<file path="src/rtl/sram_bist_if.sv">
// Word request bus between the BIST initiator (master) and the SRAM controller (slave).
interface sram_bist_if #(
    parameter int DATA_WIDTH = 32,
    parameter int ADDR_WIDTH = 32
);
    logic                  o_en;
    logic                  o_rnw;
    logic [ADDR_WIDTH-1:0] o_address;
    logic [DATA_WIDTH-1:0] o_data_out;
    logic [DATA_WIDTH-1:0] i_data_in;
    logic                  i_data_valid;

    modport master (
        output o_en, o_rnw, o_address, o_data_out,
        input  i_data_in, i_data_valid
    );

    modport slave (
        input  o_en, o_rnw, o_address, o_data_out,
        output i_data_in, i_data_valid
    );
endinterface

</file>
<file path="src/rtl/sram_bist.sv">
// SRAM self-test initiator: full write pass of address^seed, then read-and-compare pass,
// with error count, first-failure capture and per-transaction handshake timeout.
module sram_bist #(
    parameter int                    DATA_WIDTH = 32,
    parameter int                    ADDR_WIDTH = 32,
    parameter logic [ADDR_WIDTH-1:0] BASE_ADDR  = ADDR_WIDTH'(32'h8000_0000),
    parameter int                    NUM_WORDS  = 524288,
    parameter int                    TIMEOUT    = 255
) (
    input  logic                  clk,
    input  logic                  rst,
    input  logic                  i_start,
    input  logic [DATA_WIDTH-1:0] i_seed,
    sram_bist_if.master           bus,
    output logic                  o_busy,
    output logic                  o_done,
    output logic                  o_pass,
    output logic                  o_timeout,
    output logic [15:0]           o_err_count,
    output logic [ADDR_WIDTH-1:0] o_first_err_addr,
    output logic [DATA_WIDTH-1:0] o_first_err_data
);
    localparam int IDX_W  = (NUM_WORDS > 1) ? $clog2(NUM_WORDS) : 1;
    localparam int WAIT_W = (TIMEOUT > 1) ? $clog2(TIMEOUT + 1) : 1;
    localparam logic [IDX_W-1:0]  LAST_IDX   = IDX_W'(NUM_WORDS - 1);
    localparam logic [WAIT_W-1:0] WAIT_LIMIT = WAIT_W'(TIMEOUT - 1);

    typedef enum logic [2:0] {
        IDLE, WR_REQ, WR_WAIT, RD_REQ, RD_WAIT, DONE
    } state_t;

    state_t                state;
    logic [IDX_W-1:0]      idx;
    logic [WAIT_W-1:0]     wait_cnt;
    logic [DATA_WIDTH-1:0] seed_q;
    logic [ADDR_WIDTH-1:0] word_addr;
    logic [DATA_WIDTH-1:0] pattern;
    logic                  mismatch;
    logic [15:0]           err_next;

    assign word_addr = BASE_ADDR + (ADDR_WIDTH'(idx) << 2);
    assign pattern   = DATA_WIDTH'(word_addr) ^ seed_q;
    assign mismatch  = (bus.i_data_in != pattern);

    always_comb begin
        err_next = o_err_count;
        if (mismatch && (o_err_count != 16'hFFFF))
            err_next = o_err_count + 16'd1;
    end

    // Bus outputs decode only registered state/index, so no input reaches them combinationally.
    assign o_busy         = (state != IDLE) && (state != DONE);
    assign bus.o_en       = (state == WR_REQ) || (state == RD_REQ);
    assign bus.o_rnw      = (state == RD_REQ);
    assign bus.o_address  = o_busy ? word_addr : '0;
    assign bus.o_data_out = (state == WR_REQ) ? pattern : '0;

    always_ff @(posedge clk) begin
        if (rst) begin
            state            <= IDLE;
            idx              <= '0;
            wait_cnt         <= '0;
            seed_q           <= '0;
            o_done           <= 1'b0;
            o_pass           <= 1'b0;
            o_timeout        <= 1'b0;
            o_err_count      <= '0;
            o_first_err_addr <= '0;
            o_first_err_data <= '0;
        end else begin
            case (state)
                IDLE, DONE: begin
                    if (i_start) begin
                        seed_q           <= i_seed;
                        idx              <= '0;
                        wait_cnt         <= '0;
                        o_done           <= 1'b0;
                        o_pass           <= 1'b0;
                        o_timeout        <= 1'b0;
                        o_err_count      <= '0;
                        o_first_err_addr <= '0;
                        o_first_err_data <= '0;
                        state            <= WR_REQ;
                    end
                end
                WR_REQ: begin
                    wait_cnt <= '0;
                    state    <= WR_WAIT;
                end
                WR_WAIT: begin
                    if (bus.i_data_valid) begin
                        if (idx == LAST_IDX) begin
                            idx   <= '0;
                            state <= RD_REQ;
                        end else begin
                            idx   <= idx + IDX_W'(1);
                            state <= WR_REQ;
                        end
                    end else if (wait_cnt == WAIT_LIMIT) begin
                        o_timeout <= 1'b1;
                        o_pass    <= 1'b0;
                        o_done    <= 1'b1;
                        state     <= DONE;
                    end else begin
                        wait_cnt <= wait_cnt + WAIT_W'(1);
                    end
                end
                RD_REQ: begin
                    wait_cnt <= '0;
                    state    <= RD_WAIT;
                end
                RD_WAIT: begin
                    if (bus.i_data_valid) begin
                        o_err_count <= err_next;
                        if (mismatch && (o_err_count == '0)) begin
                            o_first_err_addr <= bus.o_address;
                            o_first_err_data <= bus.i_data_in;
                        end
                        if (idx == LAST_IDX) begin
                            o_pass <= (err_next == '0);
                            o_done <= 1'b1;
                            state  <= DONE;
                        end else begin
                            idx   <= idx + IDX_W'(1);
                            state <= RD_REQ;
                        end
                    end else if (wait_cnt == WAIT_LIMIT) begin
                        o_timeout <= 1'b1;
                        o_pass    <= 1'b0;
                        o_done    <= 1'b1;
                        state     <= DONE;
                    end else begin
                        wait_cnt <= wait_cnt + WAIT_W'(1);
                    end
                end
                default: state <= IDLE;
            endcase
        end
    end
endmodule

</file>
<file path="src/flat_wrapper.sv">
// flat-port wrapper written by rule: the top's interface ports become plain ports
module sram_bist_flat 
#(
    parameter int                    DATA_WIDTH = 32,
    parameter int                    ADDR_WIDTH = 32,
    parameter logic [ADDR_WIDTH-1:0] BASE_ADDR  = ADDR_WIDTH'(32'h8000_0000),
    parameter int                    NUM_WORDS  = 524288,
    parameter int                    TIMEOUT    = 255
)
  (clk, rst, i_start, i_seed, o_busy, o_done, o_pass, o_timeout, o_err_count, o_first_err_addr, o_first_err_data, bus_o_en, bus_o_rnw, bus_o_address, bus_o_data_out, bus_i_data_in, bus_i_data_valid);
  sram_bist_if #(.DATA_WIDTH(DATA_WIDTH), .ADDR_WIDTH(ADDR_WIDTH)) bus_i ();
  input  logic clk;
  input  logic rst;
  input  logic i_start;
  input  logic [DATA_WIDTH-1:0] i_seed;
  output logic o_busy;
  output logic o_done;
  output logic o_pass;
  output logic o_timeout;
  output logic [15:0] o_err_count;
  output logic [ADDR_WIDTH-1:0] o_first_err_addr;
  output logic [DATA_WIDTH-1:0] o_first_err_data;
  output wire logic [$bits(bus_i.o_en)-1:0] bus_o_en;
  output wire logic [$bits(bus_i.o_rnw)-1:0] bus_o_rnw;
  output wire logic [$bits(bus_i.o_address)-1:0] bus_o_address;
  output wire logic [$bits(bus_i.o_data_out)-1:0] bus_o_data_out;
  input wire logic [$bits(bus_i.i_data_in)-1:0] bus_i_data_in;
  input wire logic [$bits(bus_i.i_data_valid)-1:0] bus_i_data_valid;
  assign bus_o_en = bus_i.o_en;
  assign bus_o_rnw = bus_i.o_rnw;
  assign bus_o_address = bus_i.o_address;
  assign bus_o_data_out = bus_i.o_data_out;
  assign bus_i.i_data_in = bus_i_data_in;
  assign bus_i.i_data_valid = bus_i_data_valid;
  sram_bist #(.DATA_WIDTH(DATA_WIDTH), .ADDR_WIDTH(ADDR_WIDTH), .BASE_ADDR(BASE_ADDR), .NUM_WORDS(NUM_WORDS), .TIMEOUT(TIMEOUT)) u_core (.clk(clk), .rst(rst), .i_start(i_start), .i_seed(i_seed), .bus(bus_i), .o_busy(o_busy), .o_done(o_done), .o_pass(o_pass), .o_timeout(o_timeout), .o_err_count(o_err_count), .o_first_err_addr(o_first_err_addr), .o_first_err_data(o_first_err_data));
endmodule
</file>
<file path="config.mk">
export PLATFORM = sky130hd
export DESIGN_NAME = sram_bist_flat
export DESIGN_NICKNAME = d
export VERILOG_FILES = /design/src/rtl/sram_bist_if.sv /design/src/rtl/sram_bist.sv /design/src/flat_wrapper.sv
export SDC_FILE = /design/constraint.sdc
export NUM_CORES = 1
export LEC_CHECK = 0
export ABC_AREA = 1
export BUFFER_PORTS_ARGS = -buffer_cell sky130_fd_sc_hd__buf_2
export CAP_MARGIN = 10
export CORE_MARGIN = 2
export CORE_UTILIZATION = 50
export CTS_CLUSTER_DIAMETER = 100
export DETAILED_ROUTE_END_ITERATION = 7
export GPL_TIMING_DRIVEN = 0
export PLACE_DENSITY_LB_ADDON = 0.1
export SLEW_MARGIN = 20
export SYNTH_ARGS = -nofsm -noshare
export SYNTH_HDL_FRONTEND = slang
export SYNTH_SLANG_ARGS = --single-unit
</file>
<file path="constraint.sdc">
create_clock -name clk -period 2.5 [get_ports clk]
set_input_delay 0.75 -clock clk [delete_from_list [all_inputs] [get_ports clk]]
set_output_delay 0.75 -clock clk [all_outputs]
set_load 0.02 [all_outputs]
</file>
==> impl_metrics.csv, run 1 <==
group,metric,value,unit
floorplan,rows,44,
synthesis,synth_most_common_cell,"nand2_1",
synthesis,synth_top_family_by_area,"simple AND/OR/NAND/NOR gates",
place,gp_congestion,0.9804,
cells_and_area,fillers,1366,
timing,slew_headroom,60.41,%
floorplan,die_x,126.8,um
power_and_ir_drop,power_density,800.5,mW/mm^2
clock_tree,cts_root_buf,"clkbuf_16",
floorplan,core-area,0.01464,sq mm
grt,grtUsageTotal,30.38,%
place,dpl-instance-area,0.008818,sq mm
floorplan,die_h,126.8,um
synthesis,yosys_warnings,0,
synthesis,yosysTopAreaCellShare,35.31,%
timing,hold_viol,0,
setup_path,r2r_cells,19,
timing,maxSlewViolCount,0,
cells_and_area,drive_gt1_share,26.15,%
place,dp_hpwl,18450,um
floorplan,start_util,51.50,%
grt,grt_pass1_wl,38990,um
detailed_routing,wl,25070,um
hold_path,min_path_type,"flop to flop",
place,place_worst_setup_slack,-558.7,ps
synthesis,synthMuxAreaShare,0,%
setup_path,cp_data_arrival_time,1760,ps
synthesis,yosysTopAreaCell,"dfxtp_1",
grt,grt_pass1_vias,8039,
timing,fmax,398.3,MHz
synthesis,synth_fa_ha_area_share,0.8296,%
outcome,status,"finished, violations left",
grt,antenna_found_initial,0,
detailed_routing,vias,8675,
timing,rsz0062_at_grt,"true",
synthesis,yosys-top-cells-area,"dfxtp_1 (35%), nand2_1 (20%), a21oi_1 (8.4%)",
synthesis,ys.flop_type,"dfxtp_1",
synthesis,synth_compound_area_share,13.66,%
hold_path,min_delay_path_depth,2,
clock_tree,cts_buffers,17,
timing,tightest_slew,593.9,ps
setup_path,crit_path_end_kind,"primary output",
synthesis,syn_area_per_cell,6.161,sq um
synthesis,synth_cell_types,44,
detailed_routing,viasPerCell,5.201,
synthesis,yosys_register_bits,133,
clock_tree,clk_pin_slew_worst_paths,60,ps
floorplan,io_pins,218,
timing,period_needed,2511,ps
grt,gr-total-overflow,0,
synthesis,yosysSeqAreaShare,35.31,%
clock_tree,clock-sinks,133,
setup_path,cp_max_fo,7,
clock_tree,insertion_delay,430,ps
timing,clock_skew,5.597,ps
detailed_routing,ant_nets,0,
synthesis,syn_inst,1224,
timing,fin_crit_sh,100.4,%
clock_tree,clock_path_buffers,2,
place,post-place-cells,1623,
setup_path,crit_required,1750,ps
grt,grt_max_degree,17,
clock_tree,tritoncts,"yes",
cells_and_area,fin_area,0.009987,sq mm
cells_and_area,antenna_cells,0,
timing,fin_tns_setup,-10.59,ps
synthesis,synth_edf_count,0,
synthesis,synth-simple-area-share,36.65,%
cells_and_area,final_cells,1668,
place,port_buffers,192,
clock_tree,cts_hold_buffers,0,
flow_run,cap_violations,0,
timing,setup_violations,1,
setup_path,worstSetupStartpointType,"flop",
synthesis,synth_area,0.007541,sq mm
outcome,violations,"setup timing",
clock_tree,htree_levels,4,
setup_path,path_class,"flop to primary output",
timing,fin_ws,-10.59,ps
synthesis,synth_common_cells,"nand2_1 (404), nor2_1 (139), inv_1 (134)",
synthesis,synth_xor_xnor_area_share,1.510,%
power_and_ir_drop,p_leak,4.786,nW
detailed_routing,wl_per_cell,15.03,um
detailed_routing,drt-pass1-iter-count,5,
cells_and_area,layout.nets,1544,
detailed_routing,drtIter0Drc,739,
synthesis,async_reset_ff_share,0,%
cells_and_area,areaGrowthSynthToFinish,32.44,%
detailed_routing,drc,0,
floorplan,die_area,0.01608,sq mm
power_and_ir_drop,ir_worst_vdd,0.0006002,V
-- power breakdown --
group / switching (mW) / leakage [nW] / internal [mW]
clock: 0.987 / 0.311 / 1.80
sequential: 0.128 / 1.09 / 2.32
combinational: 1.88 / 3.39 / 0.884
total: 2.99 / 4.79 / 5.00
-- worst max-delay path, stage by stage, from the launching register on --
cell and delay (ps):
dfxtp_4 370, inv_4 60, nor2_4 40, nor3_4 300, buf_8 190, buf_6 140
nor2_1 60, buf_4 160
-- layout by cell type, fill, tap and decap left out, drive strengths merged, types with 14 or more instances in the layout --
cell type,synthesis,routed
nor2,146,146
clkbuf,26,40
a21oi,129,129
nand3,75,75
o21ai,48,48
nor3,14,14
nand2,413,414
inv,145,146
dfxtp,133,133
conb,1,24
buf,38,248
-- through the flow --
stage	util, %	total power [mW]	hold WS [ps]
finish	68.20	7.995	456.3
global placement	60.22	4.795	443.0
detailed placement	60.22	4.827	449.4
floorplan	-	4.090	422.6
CTS	65.46	7.730	457.9
global route	68.20	8.386	478.2
-- routing by layer --
layer  wire length [um]  vias up  GRT usage [%]
met5                  0        -              0
met4                646        0          11.18
met3               1787       49          5.778
met2              12310      373          53.13
met1              10320     3929          37.18
li1                   -     4324              -
-- path summary, 6_finish.rpt --
check                         startpoint                          end  slack, ps
max                      u_core.state[2]            bus_o_address[18]        -10
min          u_core.o_first_err_data[22]  u_core.o_first_err_data[22]        460
max reg2reg                u_core.idx[3]                u_core.o_pass         80
min reg2reg  u_core.o_first_err_data[22]  u_core.o_first_err_data[22]        460
-- repair_timing --
item | CTS | global route
resized for setup | 31 | 142
endpoints found under the setup margin | 135 | 133
gates cloned | 1 | 1
pin swaps | 2 | 9
buffers inserted | 4 | 7
-- sequential cells by signal, indices dropped and copies added (netlist names) --
register / count
u_core.o_done: 1
u_core.o_first_err_data: 32
u_core.seed_q: 32
u_core.o_first_err_addr: 20
u_core.o_err_count: 16
u_core.o_timeout: 1
u_core.o_pass: 1
u_core.wait_cnt: 8
u_core.state: 3
u_core.idx: 19
-- logic make-up (layout without fill, tap and decap cells) --
group | count (synthesis) | count (layout)
simple gates | 670 | 671
buf+inv | 209 | 445
compound gates | 193 | 193
xor+xnor | 13 | 13
flops | 133 | 133
other cells | 1 | 24
fa+ha+maj | 5 | 5
-- layout make-up --
class	instances	area [sq um]	area share [%]
multi-input combinational	906	4287	42.92
sequential	133	2683	26.86
timing repair buffer	204	1147	11.49
inverter	145	561.8	5.625
clock buffer	20	446.7	4.473
buffer	64	430.4	4.310
tap	184	230.2	2.305
clock inverter	12	201.4	2.017
Power figures use the tool's default switching activity.
==> inputs of run 2 (changes only) <==
--- a/config.mk
+++ b/config.mk
@@ -10,6 +10,7 @@
 export CAP_MARGIN = 10
 export CORE_MARGIN = 2
 export CORE_UTILIZATION = 50
+export CTS_BUF_LIST = sky130_fd_sc_hd__clkbuf_8
 export CTS_CLUSTER_DIAMETER = 100
 export DETAILED_ROUTE_END_ITERATION = 7
 export GPL_TIMING_DRIVEN = 0
==> impl_metrics.csv, run 2 (same netlist as run 1, synthesis figures left out) <==
group,metric,value,unit
clock_tree,clock_path_buffers,2,
detailed_routing,viasPerCell,5.152,
timing,tightest_slew,676.1,ps
hold_path,min_path_type,"flop to flop",
detailed_routing,route.met3.wl,1738,um
timing,slew_headroom,54.45,%
floorplan,io_pins,218,
flow_run,cap_violations,0,
detailed_routing,wl,24720,um
power_and_ir_drop,power_density,742.7,mW/mm^2
setup_path,path_class,"flop to primary output",
detailed_routing,drt-pass1-iter-count,6,
floorplan,core-area,0.01464,sq mm
power_and_ir_drop,p_leak,4.780,nW
detailed_routing,drtIter0Drc,615,
clock_tree,cts_hold_buffers,0,
clock_tree,tritoncts,"yes",
detailed_routing,vias,8625,
floorplan,rows,44,
detailed_routing,drc,0,
grt,grtUsageTotal,30.08,%
clock_tree,cts_buffers,17,
detailed_routing,ant_nets,0,
clock_tree,clk_pin_slew_worst_paths,80,ps
grt,grt_pass1_vias,7977,
timing,fin_crit_sh,99.57,%
setup_path,worstSetupStartpointType,"flop",
detailed_routing,wl_met2,12200,um
cells_and_area,reg_top3,"u_core.o_first_err_data (32), u_core.seed_q (32), u_core.o_first_err_addr (20)",
clock_tree,clock-sinks,133,
cells_and_area,antenna_cells,0,
clock_tree,insertion_delay,470,ps
timing,hold_viol,0,
cells_and_area,mostFrequentLayoutCells,"nand2_1 (389), buf_2 (172), a21oi_1 (124)",
grt,grt_max_degree,17,
cells_and_area,fin_area,0.01006,sq mm
grt,grt_pass1_wl,38630,um
cells_and_area,final_common_cell,"nand2_1",
place,port_buffers,192,
detailed_routing,wl_per_cell,14.77,um
floorplan,die_x,126.8,um
timing,period_needed,2489,ps
setup_path,crit_required,1750,ps
floorplan,start_util,51.50,%
setup_path,crit_path_end_kind,"primary output",
power_and_ir_drop,ir_worst_vdd,0.0006091,V
cells_and_area,layout.nets,1550,
place,dp_hpwl,18450,um
outcome,status,"complete, no violations",
timing,setup_violations,0,
clock_tree,htree_levels,4,
grt,antenna_found_initial,0,
cells_and_area,areaGrowthSynthToFinish,33.37,%
grt,gr-total-overflow,0,
timing,maxSlewViolCount,0,
floorplan,die_area,0.01608,sq mm
hold_path,min_delay_path_depth,2,
floorplan,die_h,126.8,um
clock_tree,cts_root_buf,"clkbuf_8",
cells_and_area,drive_gt1_share,28.19,%
setup_path,cp_data_arrival_time,1740,ps
setup_path,r2r_cells,16,
place,dpl-instance-area,0.008818,sq mm
place,gp_congestion,0.9804,
cells_and_area,fin_util,68.68,%
timing,clock_skew,11.58,ps
setup_path,cp_max_fo,7,
detailed_routing,wl_met1,10170,um
detailed_routing,topRoutingLayerUsed,"met4",
timing,rsz0062_at_grt,"true",
timing,fmax,401.7,MHz
## run 2: cell types whose count changed in the layout (fill, tap and decap cells not counted), moves of 6 or more
cell       change
clkbuf_16     -17
clkbuf_8      +17
nor2_4        +16
nor2_2        -13
buf_4          +8
nand3_1        -8
nand3_2        +8
buf_2          -7
nand2_1        -6
## run 2: what timing repair did
item	4_1_cts	5_1_grt
cloned	1	1
pin swaps	3	11
setup endpoints to repair	135	159
resized for setup	55	173
buffers inserted	7	10
## run 2: area by class of cell
| type | instances | area (sq um) |
|---|---|---|
| fillers | 1369 | 4587 |
| multi-input cells | 905 | 4404 |
| flip-flops and latches | 133 | 2689 |
| repair buffers | 211 | 1275 |
| inverters | 145 | 559.3 |
| plain buffers | 64 | 442.9 |
| clock buffers | 18 | 247.7 |
| well taps | 184 | 230.2 |
| clock inverters | 14 | 209.0 |
## run 2: layer usage
| layer | vias to the layer above | GRT usage [%] |
|---|---|---|
| met5 | - | 0 |
| met4 | 0 | 10.34 |
| met3 | 46 | 5.820 |
| met2 | 331 | 52.72 |
| met1 | 3916 | 36.97 |
| li1 | 4332 | - |
## run 2: per-stage QoR
stage                     worst slack (ps)  instances  hold WS, ps  total power [mW]  TNS, ps
after global placement              -470.9       1623        443.0             4.795   -27030
after CTS                           -7.561       1663        460.6             7.109   -8.948
after global routing                -137.3       1674        481.3             7.863    -2036
final                                10.82       1674        460.1             7.469        0
after floorplan                      209.7       1247        422.6             4.090        0
after detailed placement            -558.7       1623        449.4             4.827   -28970
## run 2: power breakdown
group          internal [mW]  leakage [nW]  total [mW]  switching, mW
logic                  0.972          3.46        2.91           1.94
clock network           1.21         0.232        2.11          0.907
registers               2.32          1.09        2.45          0.130
total                   4.50          4.78        7.47           2.97
## run 2: worst paths after layout
check | start | endpoint | slack [ps]
setup / recovery | u_core.state[2] | bus_o_address[18] | 10
hold / removal | u_core.o_first_err_data[22] | u_core.o_first_err_data[22] | 460
setup reg to reg | u_core.state[0] | u_core.o_first_err_data[2] | 30
hold reg to reg | u_core.o_first_err_data[22] | u_core.o_first_err_data[22] | 460
## run 2: worst max-delay path, cell delays in order (launching register included)
cell     delay (ps)
dfxtp_4         370
inv_4            60
nor2_4           40
nor3_4          260
buf_8           200
buf_12          150
nor2_4           40
buf_6           130
==> inputs of run 3 (changes only) <==
==> constraint.sdc (replaced) <==
create_clock -name clk -period 2.5 [get_ports clk]
set_input_delay 0.125 -clock clk [delete_from_list [all_inputs] [get_ports clk]]
set_output_delay 0.125 -clock clk [all_outputs]
set_load 0.02 [all_outputs]
==> impl_metrics.csv, run 3 (same netlist as run 1, synthesis figures left out) <==
group,metric,value,unit
power_and_ir_drop,seqPwrFrac,33.9,%
setup_path,cp_data_arrival_time,2270,ps
timing,setup_violations,0,
detailed_routing,drt-pass1-iter-count,6,
grt,grt_pass1_vias,8280,
cells_and_area,fin_area,0.01020,sq mm
floorplan,start_util,51.50,%
floorplan,rows,44,
power_and_ir_drop,switchingPower,2.853,mW
timing,fin_tns_setup,0,ps
timing,fin_crit_sh,95.86,%
detailed_routing,wl_per_cell,14.74,um
timing,fmax,417.3,MHz
floorplan,die_h,126.8,um
place,port_buffers,192,
grt,antenna_found_initial,0,
detailed_routing,drtIter0Drc,713,
grt,grtUsageTotal,31.01,%
power_and_ir_drop,pwr-share-comb,36.6,%
detailed_routing,drc,0,
setup_path,path_class,"flop to primary output",
detailed_routing,vias,8924,
place,dp_hpwl,18450,um
clock_tree,insertion_delay,470,ps
cells_and_area,final_common_cell,"nand2_1",
cells_and_area,final_cells,1725,
floorplan,die_x,126.8,um
power_and_ir_drop,p_total,7.191,mW
place,gp_congestion,0.9804,
floorplan,core-area,0.01464,sq mm
outcome,violations,"hold timing",
timing,tightest_slew,670.4,ps
power_and_ir_drop,power_density,705.3,mW/mm^2
clock_tree,tritoncts,"yes",
clock_tree,clock_path_buffers,2,
hold_path,min_path_type,"input port to flop",
timing,maxSlewViolCount,0,
outcome,status,"finished, violations left",
timing,hold_viol,1,
power_and_ir_drop,p_sw_share,39.67,%
timing,clock_skew,13.43,ps
cells_and_area,layout.nets,1601,
timing,period_needed,2396,ps
setup_path,cp_max_fo,10,
cells_and_area,drive_gt1_share,24.08,%
setup_path,crit_required,2380,ps
detailed_routing,ant_nets,0,
cells_and_area,antenna_cells,0,
power_and_ir_drop,ir_worst_vdd,0.0006201,V
floorplan,io_pins,218,
power_and_ir_drop,internal_power,4.339,mW
clock_tree,cts_root_buf,"clkbuf_8",
place,post-place-cells,1623,
setup_path,worstSetupStartpointType,"flop",
clock_tree,clk_pin_slew_worst_paths,90,ps
grt,grt_pass1_wl,39920,um
timing,slew_headroom,55.31,%
clock_tree,clock-sinks,133,
grt,gr-total-overflow,0,
place,dpl-instance-area,0.008818,sq mm
timing,holdWs,-14.80,ps
setup_path,crit_path_end_kind,"primary output",
flow_run,cap_violations,0,
clock_tree,htree_levels,4,
detailed_routing,wl,25420,um
floorplan,die_area,0.01608,sq mm
cells_and_area,reg_top3,"u_core.o_first_err_data (32), u_core.seed_q (32), u_core.o_first_err_addr (20)",
grt,grt_max_degree,20,
power_and_ir_drop,p_leak,4.934,nW
cells_and_area,mostFrequentLayoutCells,"nand2_1 (393), buf_2 (203), nor2_1 (135)",
cells_and_area,areaGrowthSynthToFinish,35.21,%
clock_tree,cts_buffers,17,
detailed_routing,viasPerCell,5.173,
power_and_ir_drop,clkPwrFrac,29.5,%
[run 3: cell count changes in the layout (fill, tap and decap cells not counted), moves of 17 or more]
cell           previous run  this run
buf_2                   172       203
buf_4                    57        34
buf_6                    19         1
dlygate4sd3_1             0        62
nor2_1                  113       135
nor2_4                   20         3
[run 3: metal layers]
metal | vias to the layer above | part of all wire, % | global-route usage (%) | wire (um)
met5 | - | 0 | 0 | 0
met4 | 0 | 3.4 | 11.12 | 861
met3 | 76 | 6.5 | 5.652 | 1654
met2 | 379 | 49 | 55.12 | 12410
met1 | 4037 | 41 | 37.50 | 10490
li1 | 4432 | - | - | -
[run 3: final cells by class]
cell class                 count  area [sq um]
sequential                   133          2681
tap                          184         230.2
fill                        1323          4448
buffer                        63         380.4
clock buffer                  18         247.7
timing repair buffer         263          1662
clock inverter                14         209.0
inverter                     145         554.3
multi-input combinational    905          4232
[run 3: final timing paths]
kind                                    start                     endpoint  slack (ps)  cells after the start
hold / removal                      i_seed[2]             u_core.seed_q[2]         -10                      3
hold reg to reg   u_core.o_first_err_data[11]  u_core.o_first_err_data[11]         460                      2
setup / recovery              u_core.state[1]           bus_o_data_out[31]         100                      5
setup reg to reg                u_core.idx[0]               u_core.idx[17]         110                      8
[run 3: timing repair]
item / in CTS / in global routing
buffers inserted: 1 / 8
hold endpoints to repair: 62 / 0
hold buffers: 62 / 0
pin swaps: 1 / 6
gates resized for setup: 12 / 79
endpoints found under the setup margin: 94 / 109
cloned: 0 / 0
[run 3: stage by stage]
step	hold WS [ps]	setup slack (ps)	utilization, %
2_1_floorplan	259.9	365.4	-
3_3_place_gp	385.6	-176.3	60.22
3_5_place_dp	407.4	-165.2	60.22
4_1_cts	0.2188	21.46	67.78
5_1_grt	17.75	-16.86	69.63
6_report	-14.80	103.5	69.63
[run 3: critical path, stage by stage (launching register included)]
cell and delay (ps):
dfxtp_1 430, inv_1 130, nand2_1 310, clkbuf_1 560, nor2_1 150, buf_2 200
[run 3: power by group through the flow]
stage / Clock (mW) / Sequential (mW) / Combinational, mW
floorplan: 0 / 2.46 / 1.63
global placement: 0 / 2.47 / 2.33
detailed placement: 0 / 2.47 / 2.35
CTS: 2.11 / 2.42 / 2.48
global route: 2.22 / 2.47 / 2.89
finish: 2.12 / 2.44 / 2.63
